### config.mk
export PLATFORM = sky130hd
export DESIGN_NAME = scarv_cpu_cop_if_flat
export DESIGN_NICKNAME = d
export VERILOG_FILES = /design/src/rtl/scarv_cpu_cop_if_if.sv /design/src/rtl/scarv_cpu_cop_if.sv /design/src/flat_wrapper.sv
export SDC_FILE = /design/constraint.sdc
export NUM_CORES = 1
export LEC_CHECK = 0
export CORE_MARGIN = 2
export CORE_UTILIZATION = 35
export CTS_CLUSTER_SIZE = 28
export DETAILED_ROUTE_END_ITERATION = 8
export PLACE_DENSITY = 0.79
export SLEW_MARGIN = 5
export SYNTH_ARGS = -nofsm -noshare
export SYNTH_HDL_FRONTEND = slang
export SYNTH_SLANG_ARGS = --single-unit
### constraint.sdc
create_clock -name g_clk -period 2.9 [get_ports g_clk]
set_input_delay 0.29 -clock g_clk [delete_from_list [all_inputs] [get_ports g_clk]]
set_output_delay 0.29 -clock g_clk [all_outputs]
set_load 0.1 [all_outputs]
### src/rtl/scarv_cpu_cop_if_if.sv
// Signal bundle for scarv_cpu_cop_if: CPU issue port, COP request/response port
// and CPU writeback port. master = the interface block, slave = its environment.
interface scarv_cpu_cop_if_if;
    logic        issue_valid;
    logic        issue_ready;
    logic [31:0] issue_insn;
    logic [31:0] issue_rs1;
    logic        cpu_insn_req;
    logic        cop_insn_ack;
    logic        cpu_abort_req;
    logic [31:0] cpu_insn_enc;
    logic [31:0] cpu_rs1;
    logic        cop_wen;
    logic [4:0]  cop_waddr;
    logic [31:0] cop_wdata;
    logic [2:0]  cop_result;
    logic        cop_insn_rsp;
    logic        cpu_insn_ack;
    logic        wb_valid;
    logic        wb_ready;
    logic        wb_gpr_wen;
    logic [4:0]  wb_gpr_addr;
    logic [31:0] wb_gpr_wdata;
    logic        wb_trap;
    logic [2:0]  wb_cause;
    logic        wb_timeout;
    logic        busy;

    modport master (
        input  issue_valid, issue_insn, issue_rs1, cop_insn_ack, cop_wen, cop_waddr,
               cop_wdata, cop_result, cop_insn_rsp, wb_ready,
        output issue_ready, cpu_insn_req, cpu_abort_req, cpu_insn_enc, cpu_rs1,
               cpu_insn_ack, wb_valid, wb_gpr_wen, wb_gpr_addr, wb_gpr_wdata,
               wb_trap, wb_cause, wb_timeout, busy
    );

    modport slave (
        output issue_valid, issue_insn, issue_rs1, cop_insn_ack, cop_wen, cop_waddr,
               cop_wdata, cop_result, cop_insn_rsp, wb_ready,
        input  issue_ready, cpu_insn_req, cpu_abort_req, cpu_insn_enc, cpu_rs1,
               cpu_insn_ack, wb_valid, wb_gpr_wen, wb_gpr_addr, wb_gpr_wdata,
               wb_trap, wb_cause, wb_timeout, busy
    );
endinterface

### src/rtl/scarv_cpu_cop_if.sv
// CPU <-> coprocessor instruction interface, one instruction in flight.
// Optional watchdog that abandons stalled instructions: SCARV_CPU_COP_TIMEOUT_EN.
module scarv_cpu_cop_if #(
    parameter int TIMEOUT_CYCLES = 255
) (
    input  logic                g_clk,
    input  logic                g_reset,
    scarv_cpu_cop_if_if.master  bus
);

    // state | meaning
    // IDLE  | accepting a new instruction from the CPU
    // REQ   | cpu_insn_req high, waiting for cop_insn_ack
    // RSP   | cpu_insn_ack high, waiting for cop_insn_rsp
    // WB    | wb_valid high, waiting for wb_ready
    typedef enum logic [1:0] {IDLE, REQ, RSP, WB} state_t;

    state_t      state_q;
    state_t      state_d;
    logic        ready_q;
    logic [31:0] insn_q;
    logic [31:0] rs1_q;
    logic        wb_wen_q;
    logic [4:0]  wb_addr_q;
    logic [31:0] wb_data_q;
    logic        wb_trap_q;
    logic [2:0]  wb_cause_q;
    logic        issue_fire;
    logic        retire;
    logic        tmo_fire;

    assign bus.issue_ready  = ready_q && (state_q == IDLE);
    assign bus.cpu_insn_req = (state_q == REQ);
    assign bus.cpu_insn_ack = (state_q == RSP);
    assign bus.wb_valid     = (state_q == WB);
    assign bus.busy         = (state_q != IDLE);
    assign bus.cpu_insn_enc = insn_q;
    assign bus.cpu_rs1      = rs1_q;
    assign bus.wb_gpr_wen   = wb_wen_q;
    assign bus.wb_gpr_addr  = wb_addr_q;
    assign bus.wb_gpr_wdata = wb_data_q;
    assign bus.wb_trap      = wb_trap_q;
    assign bus.wb_cause     = wb_cause_q;

    assign issue_fire = bus.issue_valid && bus.issue_ready;
    assign retire     = (state_q == RSP) && bus.cop_insn_rsp;

`ifdef SCARV_CPU_COP_TIMEOUT_EN
    localparam logic [7:0] TMO_LAST = 8'(TIMEOUT_CYCLES - 1);

    logic [7:0] tmo_cnt_q;
    logic       abort_q;
    logic       wb_tmo_q;

    // Retirement in the terminal cycle wins over the watchdog.
    assign tmo_fire = ((state_q == REQ) || (state_q == RSP)) && (tmo_cnt_q == TMO_LAST) && !retire;

    always_ff @(posedge g_clk or posedge g_reset) begin
        if (g_reset) begin
            tmo_cnt_q <= '0;
            abort_q   <= 1'b0;
            wb_tmo_q  <= 1'b0;
        end else begin
            if (issue_fire) begin
                tmo_cnt_q <= '0;
            end else if ((state_q == REQ) || (state_q == RSP)) begin
                tmo_cnt_q <= tmo_cnt_q + 8'd1;
            end
            abort_q <= tmo_fire && (state_q == RSP);
            if (retire) begin
                wb_tmo_q <= 1'b0;
            end else if (tmo_fire) begin
                wb_tmo_q <= 1'b1;
            end
        end
    end

    assign bus.cpu_abort_req = abort_q;
    assign bus.wb_timeout    = wb_tmo_q;
`else
    assign tmo_fire          = 1'b0;
    assign bus.cpu_abort_req = 1'b0;
    assign bus.wb_timeout    = 1'b0;
`endif

    always_ff @(posedge g_clk or posedge g_reset) begin
        if (g_reset) begin
            state_q <= IDLE;
        end else begin
            state_q <= state_d;
        end
    end

    always_comb begin
        state_d = state_q;
        unique case (state_q)
            IDLE: if (issue_fire) state_d = REQ;
            REQ: begin
                if (tmo_fire) begin
                    state_d = WB;
                end else if (bus.cop_insn_ack) begin
                    state_d = RSP;
                end
            end
            RSP:  if (retire || tmo_fire) state_d = WB;
            WB:   if (bus.wb_ready) state_d = IDLE;
            default: state_d = IDLE;
        endcase
    end

    // ready_q keeps issue_ready low until the first clock after reset release.
    always_ff @(posedge g_clk or posedge g_reset) begin
        if (g_reset) begin
            ready_q    <= 1'b0;
            insn_q     <= '0;
            rs1_q      <= '0;
            wb_wen_q   <= 1'b0;
            wb_addr_q  <= '0;
            wb_data_q  <= '0;
            wb_trap_q  <= 1'b0;
            wb_cause_q <= '0;
        end else begin
            ready_q <= 1'b1;
            if (issue_fire) begin
                insn_q <= bus.issue_insn;
                rs1_q  <= bus.issue_rs1;
            end
            if (retire) begin
                wb_wen_q   <= bus.cop_wen && (bus.cop_result == 3'd0);
                wb_addr_q  <= bus.cop_waddr;
                wb_data_q  <= bus.cop_wdata;
                wb_trap_q  <= (bus.cop_result != 3'd0);
                wb_cause_q <= bus.cop_result;
            end else if (tmo_fire) begin
                wb_wen_q   <= 1'b0;
                wb_addr_q  <= '0;
                wb_data_q  <= '0;
                wb_trap_q  <= 1'b1;
                wb_cause_q <= 3'b111;
            end
        end
    end

endmodule

### src/flat_wrapper.sv
// flat-port wrapper written by rule: the top's interface ports become plain ports
module scarv_cpu_cop_if_flat 
#(
    parameter int TIMEOUT_CYCLES = 255
)
  (g_clk, g_reset, bus_issue_valid, bus_issue_insn, bus_issue_rs1, bus_cop_insn_ack, bus_cop_wen, bus_cop_waddr, bus_cop_wdata, bus_cop_result, bus_cop_insn_rsp, bus_wb_ready, bus_issue_ready, bus_cpu_insn_req, bus_cpu_abort_req, bus_cpu_insn_enc, bus_cpu_rs1, bus_cpu_insn_ack, bus_wb_valid, bus_wb_gpr_wen, bus_wb_gpr_addr, bus_wb_gpr_wdata, bus_wb_trap, bus_wb_cause, bus_wb_timeout, bus_busy);
  scarv_cpu_cop_if_if bus_i ();
  input  logic g_clk;
  input  logic g_reset;
  input wire logic [$bits(bus_i.issue_valid)-1:0] bus_issue_valid;
  input wire logic [$bits(bus_i.issue_insn)-1:0] bus_issue_insn;
  input wire logic [$bits(bus_i.issue_rs1)-1:0] bus_issue_rs1;
  input wire logic [$bits(bus_i.cop_insn_ack)-1:0] bus_cop_insn_ack;
  input wire logic [$bits(bus_i.cop_wen)-1:0] bus_cop_wen;
  input wire logic [$bits(bus_i.cop_waddr)-1:0] bus_cop_waddr;
  input wire logic [$bits(bus_i.cop_wdata)-1:0] bus_cop_wdata;
  input wire logic [$bits(bus_i.cop_result)-1:0] bus_cop_result;
  input wire logic [$bits(bus_i.cop_insn_rsp)-1:0] bus_cop_insn_rsp;
  input wire logic [$bits(bus_i.wb_ready)-1:0] bus_wb_ready;
  output wire logic [$bits(bus_i.issue_ready)-1:0] bus_issue_ready;
  output wire logic [$bits(bus_i.cpu_insn_req)-1:0] bus_cpu_insn_req;
  output wire logic [$bits(bus_i.cpu_abort_req)-1:0] bus_cpu_abort_req;
  output wire logic [$bits(bus_i.cpu_insn_enc)-1:0] bus_cpu_insn_enc;
  output wire logic [$bits(bus_i.cpu_rs1)-1:0] bus_cpu_rs1;
  output wire logic [$bits(bus_i.cpu_insn_ack)-1:0] bus_cpu_insn_ack;
  output wire logic [$bits(bus_i.wb_valid)-1:0] bus_wb_valid;
  output wire logic [$bits(bus_i.wb_gpr_wen)-1:0] bus_wb_gpr_wen;
  output wire logic [$bits(bus_i.wb_gpr_addr)-1:0] bus_wb_gpr_addr;
  output wire logic [$bits(bus_i.wb_gpr_wdata)-1:0] bus_wb_gpr_wdata;
  output wire logic [$bits(bus_i.wb_trap)-1:0] bus_wb_trap;
  output wire logic [$bits(bus_i.wb_cause)-1:0] bus_wb_cause;
  output wire logic [$bits(bus_i.wb_timeout)-1:0] bus_wb_timeout;
  output wire logic [$bits(bus_i.busy)-1:0] bus_busy;
  assign bus_i.issue_valid = bus_issue_valid;
  assign bus_i.issue_insn = bus_issue_insn;
  assign bus_i.issue_rs1 = bus_issue_rs1;
  assign bus_i.cop_insn_ack = bus_cop_insn_ack;
  assign bus_i.cop_wen = bus_cop_wen;
  assign bus_i.cop_waddr = bus_cop_waddr;
  assign bus_i.cop_wdata = bus_cop_wdata;
  assign bus_i.cop_result = bus_cop_result;
  assign bus_i.cop_insn_rsp = bus_cop_insn_rsp;
  assign bus_i.wb_ready = bus_wb_ready;
  assign bus_issue_ready = bus_i.issue_ready;
  assign bus_cpu_insn_req = bus_i.cpu_insn_req;
  assign bus_cpu_abort_req = bus_i.cpu_abort_req;
  assign bus_cpu_insn_enc = bus_i.cpu_insn_enc;
  assign bus_cpu_rs1 = bus_i.cpu_rs1;
  assign bus_cpu_insn_ack = bus_i.cpu_insn_ack;
  assign bus_wb_valid = bus_i.wb_valid;
  assign bus_wb_gpr_wen = bus_i.wb_gpr_wen;
  assign bus_wb_gpr_addr = bus_i.wb_gpr_addr;
  assign bus_wb_gpr_wdata = bus_i.wb_gpr_wdata;
  assign bus_wb_trap = bus_i.wb_trap;
  assign bus_wb_cause = bus_i.wb_cause;
  assign bus_wb_timeout = bus_i.wb_timeout;
  assign bus_busy = bus_i.busy;
  scarv_cpu_cop_if #(.TIMEOUT_CYCLES(TIMEOUT_CYCLES)) u_core (.g_clk(g_clk), .g_reset(g_reset), .bus(bus_i));
endmodule
---- Yosys cells after proc, flatten, opt, wreduce, memory -nomap -nowiden ----
Index checks and enable logic that the tools add are counted.
word-level totals
  register bits after elaboration ......... 109
  output and inout bits ................... 113
cells by class
  equal/unequal tests ..................... 7
  mux-type cells .......................... 5
  reduce and logical (&&, ||, !) cells .... 9
operator list
  kind                                                 number
  2-to-1 mux 2 bit                                     4
  one-hot mux 2 bit (4 select lines)                   1
  equality test 2 bit, second input constant           2
  logical AND 1 bit                                    4
  != test 2 x 1 -> 1 bit, second input constant        2
  != test 2 bit, second input constant                 2
  AND reduction 4 bit                                  1
  logical NOT 3 bit                                    1
  nonzero test 3 bit                                   1
  equality test 2 x 1 -> 1 bit, second input constant  1
  logical NOT 2 bit                                    1
  nonzero test 2 bit                                   1

---- Logic depth before layout (Yosys ltp) ----
Gate-level depths: netlist of run 1.
  depth in word-level cells ............... 5
  depth in mapped cells ................... 6
  mapped depth without buffers ............ 5

---- Least setup slack after synthesis of run 1 ----
No wires, ideal clock.
  kind .................................... register -> register
  start ................................... register u_core.state_q[0]
  end ..................................... register u_core.wb_cause_q[0], in the netlist u_core.bus.wb_cause[0]
  setup time .............................. 0.126 ns
  arrival time ............................ 2.208 ns
  path slack .............................. 0.566 ns
  cell stages (with the launch flop) ...... 6
  clock period less this slack ............ 2.334 ns
  path through ............................ dfrtp_1 inv_1 ha_1 nand2_1 buf_2 mux2_2
on the way
  word-level cells in the longest chain between the ends .. 2
ends and longest elaborated chain
  element                   line                     text
  start: declaration        scarv_cpu_cop_if.sv:18   state_t state_q;
  start signal: assignment  scarv_cpu_cop_if.sv:90   state_q <= state_d;
  equality test 2 bit       -
  net bus_cpu_insn_ack      flat_wrapper.sv:25       output wire logic [$bits(bus_i.cpu_insn_ack)-1:0] bus_cpu_insn_ack;
  logical AND 1 bit         scarv_cpu_cop_if.sv:46   assign retire = (state_q == RSP) && bus.cop_insn_rsp;
  end signal: assignment    scarv_cpu_cop_if.sv:133  wb_cause_q <= bus.cop_result;
  end: declaration          scarv_cpu_cop_if.sv:27   logic [2:0] wb_cause_q;
The timed path passes the listed nets, and every way through them passes these cells.
A chain may end at the register's enable or synchronous reset.

---- Worst setup path after layout of run 1 ----
  start ................................... register u_core.state_q[0]
  end ..................................... register u_core.wb_data_q[18], in the netlist u_core.bus.wb_gpr_wdata[18]
on the way
  word-level cells in the longest chain between the ends .. 2
ends and longest elaborated chain
  element                 line                     text
  equality test 2 bit     scarv_cpu_cop_if.sv:46
  logical AND 1 bit       scarv_cpu_cop_if.sv:46
  end signal: assignment  scarv_cpu_cop_if.sv:131  wb_data_q <= bus.cop_wdata;
  end: declaration        scarv_cpu_cop_if.sv:25   logic [31:0] wb_data_q;
Every way passes these cells.

==> results of run 1 <==
[per-layer routing]
| metal | GRT usage, % | wire (um) |
|---|---|---|
| met1 | 17.9 | 3860 |
| met2 | 27.2 | 4970 |
| met3 | 4.84 | 874 |
| met4 | 6.10 | 150 |
| met5 | 0 | 0 |
[metrics by stage]
step / utilization, % / std cells
floorplan: - / 254
global placement: 53.0 / 613
detailed placement: 53.0 / 613
CTS: 55.7 / 629
global route: 55.7 / 629
finish: 55.7 / 629
[flip-flops by register name, summed over array words and instances, names as in the netlist]
signal and cells:
u_core.bus.wb_gpr_wen 1, u_core.state_q 2, u_core.bus.wb_gpr_addr 5, u_core.bus.cpu_rs1 32, u_core.bus.wb_cause 3, u_core.bus.wb_gpr_wdata 32
u_core.ready_q 1, u_core.bus.wb_trap 1, u_core.bus.cpu_insn_enc 32
[cells by family after synthesis]
| family | synth area share [%] |
|---|---|
| compound gates | 0.891 |
| other cells | 0.178 |
| flops | 64.8 |
| buf+inv | 2.97 |
| mux | 28.3 |
| fa+ha+maj | 1.49 |
| simple gates | 1.40 |
[cell type report]
type | instances | area [um2] | share of cell area [%]
flip-flops and latches | 109 | 2730 | 41.3
repair buffers | 225 | 1990 | 30.1
well taps | 147 | 184 | 2.78
clock buffers | 12 | 256 | 3.88
multi-input cells | 128 | 1370 | 20.6
clock inverters | 4 | 70.1 | 1.06
inverters | 4 | 18.8 | 0.284
[path summary, 6_finish.rpt]
path                       slack, ps  cells past startpoint          startpoint                           to
max reg2reg                      890                      4   u_core.state_q[0]  u_core.bus.wb_gpr_wdata[18]
min reg2reg                      490                      2  u_core.bus.wb_trap           u_core.bus.wb_trap
min in group g_clk               490                      2  u_core.bus.wb_trap           u_core.bus.wb_trap
max in group asynchronous       1760                      3             g_reset               u_core.ready_q
max                              890                      4   u_core.state_q[0]  u_core.bus.wb_gpr_wdata[18]
min                              430                      2             g_reset   u_core.bus.cpu_insn_enc[6]
[cell usage in the layout, fill, tap and decap left out]
| cell type | count |
|---|---|
| dfrtp_1 | 109 |
| clkdlybuf4s50_1 | 110 |
| nor2_1 | 1 |
| clkbuf_1 | 1 |
| clkinvlp_4 | 1 |
| mux2_2 | 104 |
| and2_1 | 1 |
| nor2b_1 | 3 |
| nand3_2 | 1 |
| inv_1 | 3 |
| nand2_1 | 3 |
| clkbuf_16 | 9 |
| nor3_1 | 1 |
| ha_1 | 5 |
| a2111oi_4 | 1 |
| nand2_2 | 1 |
| mux2i_1 | 1 |
| clkbuf_8 | 2 |
| buf_4 | 113 |
| clkinv_2 | 2 |
| buf_12 | 2 |
| mux2_1 | 1 |
| bufinv_16 | 2 |
| o21ai_0 | 2 |
| conb_1 | 3 |
[worst max-delay path: cells and delay by family (launching register included)]
kind	cells	cell delay [ps]
and+or+nand+nor	1	710
adders and majority gates	1	260
muxes	1	420
DFF	1	380
buffers and inverters	1	100
==> run_results.csv, run 1 <==
group,metric,value,unit
worst_setup_path,cpPeakStageDelay,710,ps
synth,syn_inst,253,
global_route,grt_pass1_wl,15600,um
finish,insertedDiodeCount,0,
synth,synth_top_area_cell,"dfrtp_1",
drt,viasPerCell,4.58,
synth,ys_types,18,
synth,synth_top_area_share,64.8,%
synth,ys_ff_latch,109,
clocking,cts.clk_slew.worst_paths,70,ps
worst_setup_path,end_kind,"flip-flop",
timing,finalHoldViolations,0,
placement,placed_cell_area,6280,um2
global_route,grt_pass1_vias,3186,
timing,setup_tns,0,ps
synth,syn_avg_cell_area,16.6,um2
timing,timing.fmax,499,MHz
floorplan,dieHeight,114,um
drt,drt_iter0_markers,83,
global_route,grt_max_degree,65,
clocking,post-cts-setup-buffer-count,0,
finish,final_cell_area,6610,um2
synth,synth.most_common_cell,"dfrtp_1",
timing,finalWorstSetupSlack,895,ps
clocking,cts_num_sinks,109,
clocking,ctsResizeCount,0,
floorplan,die_x,114,um
synth,synthTopCellsByArea,"dfrtp_1 (65%), mux2_2 (28%), buf_6 (1.6%)",
worst_setup_path,cp.required,3120,ps
timing,period_minus_slack,2010,ps
placement,io_buffers,221,
timing,hold_ws,429,ps
timing,setup_viol,0,
timing,worstMarginPinSlew,944,ps
drt,wl,9850,um
synth,synth_seq_area_share,64.8,%
placement,gp_congestion,0.699,
drt,drcViolationCount,0,
synth,ys_top_cells_by_count,"dfrtp_1 (109), mux2_2 (104), buf_6 (6), ha_1 (5)",
job,maxCapViolCount,0,
synth,ys_warn_count,0,
drt,wl_per_cell,15.7,um
floorplan,num_rows,40,
timing,max-slew-margin-rel,36.8,%
finish,final_nets,593,
synth,synthFlopType,"dfrtp_1",
floorplan,pin_count,224,
floorplan,initial_core_util,35.5,%
synth,syn_area,4210,um2
drt,ant_nets,0,
global_route,track_usage,15.6,%
drt,drt_first_pass_iters,4,
clocking,clk_latency,340,ps
placement,dp_hpwl,7560,um
finish,fillers,981,
clocking,cts_buffer_depth,2,
synth,synth_edf_count,0,
min_path,min_path_type,"in -> async",
worst_setup_path,cp-start-kind,"flip-flop",
placement,pre_cts_ws,856,ps
timing,skew,4.60,ps
timing,slew_viol_final,0,
worst_setup_path,cp_cell_sequence,"inv_1 -> ha_1 -> nand2_2 -> mux2_2",
global_route,overflow,0,
clocking,root_buffer,"clkbuf_16",
worst_setup_path,arrival,2230,ps
run_status,status,"finished clean",
finish,layout-drive-gt1-share,49.4,%
floorplan,dieArea,12900,um2
global_route,grt_antenna_before_repair,0,
clocking,htree_levels,3,
clocking,cts_made_buffers,9,
worst_setup_path,critPathMaxFanout,44,
synth,async_flop_share,100,%
timing,rsz0062_at_grt,"false",
clocking,cts_tree,"yes",
finish,syn2layout_area_growth,57.0,%
clocking,cts-hold-fix-buffers,0,
worst_setup_path,critPathKind,"reg -> reg",
worst_setup_path,slowest_stage,"nand2_2",
drt,vias,2881,
floorplan,core-area,11900,um2
timing,finalCritPeriodShare,69.1,%
Power of run 1 is left out: the tool's default activity adds up to more than one toggle a clock period on the data nets, which glitch-free logic cannot reach.
==> run 2, diff against run 1 <==
Clock period 2.9 ns to 1.8 ns, I/O delays scaled along.
==> run_results.csv, run 2 (synthesized netlist as in run 1, its figures left out) <==
group,metric,value,unit
timing,slew_viol_final,0,
clocking,cts_buffer_depth,2,
worst_setup_path,critPathMaxFanout,4,
timing,period_minus_slack,1690,ps
finish,layout-drive-gt1-share,51.0,%
worst_setup_path,slowest_stage,"mux2_1",
worst_setup_path,end_kind,"flip-flop",
drt,ant_nets,0,
clocking,htree_levels,3,
run_status,status,"finished clean",
drt,viasPerCell,4.57,
drt,wl_per_cell,15.3,um
drt,drcViolationCount,0,
worst_setup_path,worstRegToRegCells,6,
timing,finalHoldViolations,0,
finish,insertedDiodeCount,0,
floorplan,core-area,11900,um2
worst_setup_path,critPathKind,"reg -> reg",
global_route,grt_antenna_before_repair,0,
clocking,root_buffer,"clkbuf_16",
worst_setup_path,cpPeakStageDelay,360,ps
clocking,cts_tree,"yes",
timing,setup_tns,0,ps
worst_setup_path,cp.required,2020,ps
clocking,cts_made_buffers,9,
floorplan,dieHeight,114,um
global_route,track_usage,15.1,%
drt,vias,2891,
min_path,min_path_type,"in -> async",
floorplan,dieArea,12900,um2
global_route,grt_pass1_vias,3009,
drt,wl,9720,um
worst_setup_path,arrival,1910,ps
clocking,cts.clk_slew.worst_paths,70,ps
timing,finalCritPeriodShare,94.0,%
placement,dp_hpwl,7200,um
drt,routed.top_layer,"met4",
finish,syn2layout_area_growth,60.1,%
placement,io_buffers,221,
job,maxCapViolCount,0,
clocking,clk_latency,340,ps
finish,final_nets,597,
floorplan,die_x,114,um
drt,drt_iter0_markers,93,
worst_setup_path,cp_cell_sequence,"inv_1 -> buf_4 -> ha_4 -> nor2b_1 -> a2111oi_4 -> mux2_1",
floorplan,num_rows,40,
placement,gp_congestion,0.746,
drt,wl_met2,4820,um
global_route,grt_pass1_wl,15100,um
drt,wl_met3,846,um
clocking,cts-hold-fix-buffers,0,
floorplan,pin_count,224,
drt,drt_first_pass_iters,3,
worst_setup_path,cp-start-kind,"flip-flop",
timing,setup_viol,0,
global_route,grt_max_degree,65,
timing,rsz0062_at_grt,"false",
timing,skew,5.52,ps
global_route,overflow,0,
floorplan,initial_core_util,35.5,%
worst_setup_path,r2r_slack,110,ps
timing,timing.fmax,591,MHz
drt,drt-met1-wl,3840,um
finish,layout_common_cells,"clkdlybuf4s50_1 (110), buf_4 (110), dfrtp_1 (109)",
clocking,cts_num_sinks,109,
run 2: final timing paths:
check | startpoint | to
setup / recovery | u_core.state_q[0] | u_core.state_q[1]
hold / removal | g_reset | u_core.bus.wb_gpr_addr[4]
setup reg to reg | u_core.state_q[0] | u_core.state_q[1]
hold reg to reg | u_core.bus.wb_trap | u_core.bus.wb_trap
max in group asynchronous | g_reset | u_core.state_q[1]
min in group g_clk | bus_cop_wen | u_core.bus.wb_gpr_wen
run 2: routing by layer:
layer	vias to the layer above	track usage, %
met5	-	0
met4	0	7.15
met3	12	4.94
met2	136	24.8
met1	1422	18.2
li1	1321	-
run 2: per-stage QoR:
stage / setup slack (ps) / instances / utilization (%) / cell area, um2 / hold WS (ps)
5_1_grt: 14.0 / 633 / 56.9 / 6740 / 248
4_1_cts: 25.9 / 633 / 56.9 / 6740 / 220
3_3_place_gp: 104 / 617 / 54.2 / 6430 / 465
6_report: 107 / 633 / 56.9 / 6740 / 225
3_5_place_dp: 35.9 / 617 / 54.2 / 6430 / 471
2_1_floorplan: 17.0 / 254 / - / 4250 / 316
run 2: critical path: cells and delay by family (launching register included):
family | cells | cell delay [ps]
AOI/OAI and AO/OA | 1 | 320
DFF | 1 | 340
buffers and inverters | 2 | 220
muxes | 1 | 360
and+or+nand+nor | 1 | 150
adders and majority gates | 1 | 170
run 2: cell type report:
type | count | area [um2]
Clock buffer | 12 | 267
Clock inverter | 4 | 45.0
Fill cell | 947 | 5120
Inverter | 4 | 18.8
Multi-Input combinational cell | 128 | 1400
Sequential cell | 109 | 2730
Tap cell | 147 | 184
Timing Repair Buffer | 229 | 2110
run 2: timing repair:
item	4_1_cts	5_1_grt
hold endpoints to repair	0	0
setup endpoints to repair	0	2
resized for setup	0	1
buffers inserted	0	0
Power of run 2 is left out for the same reason.
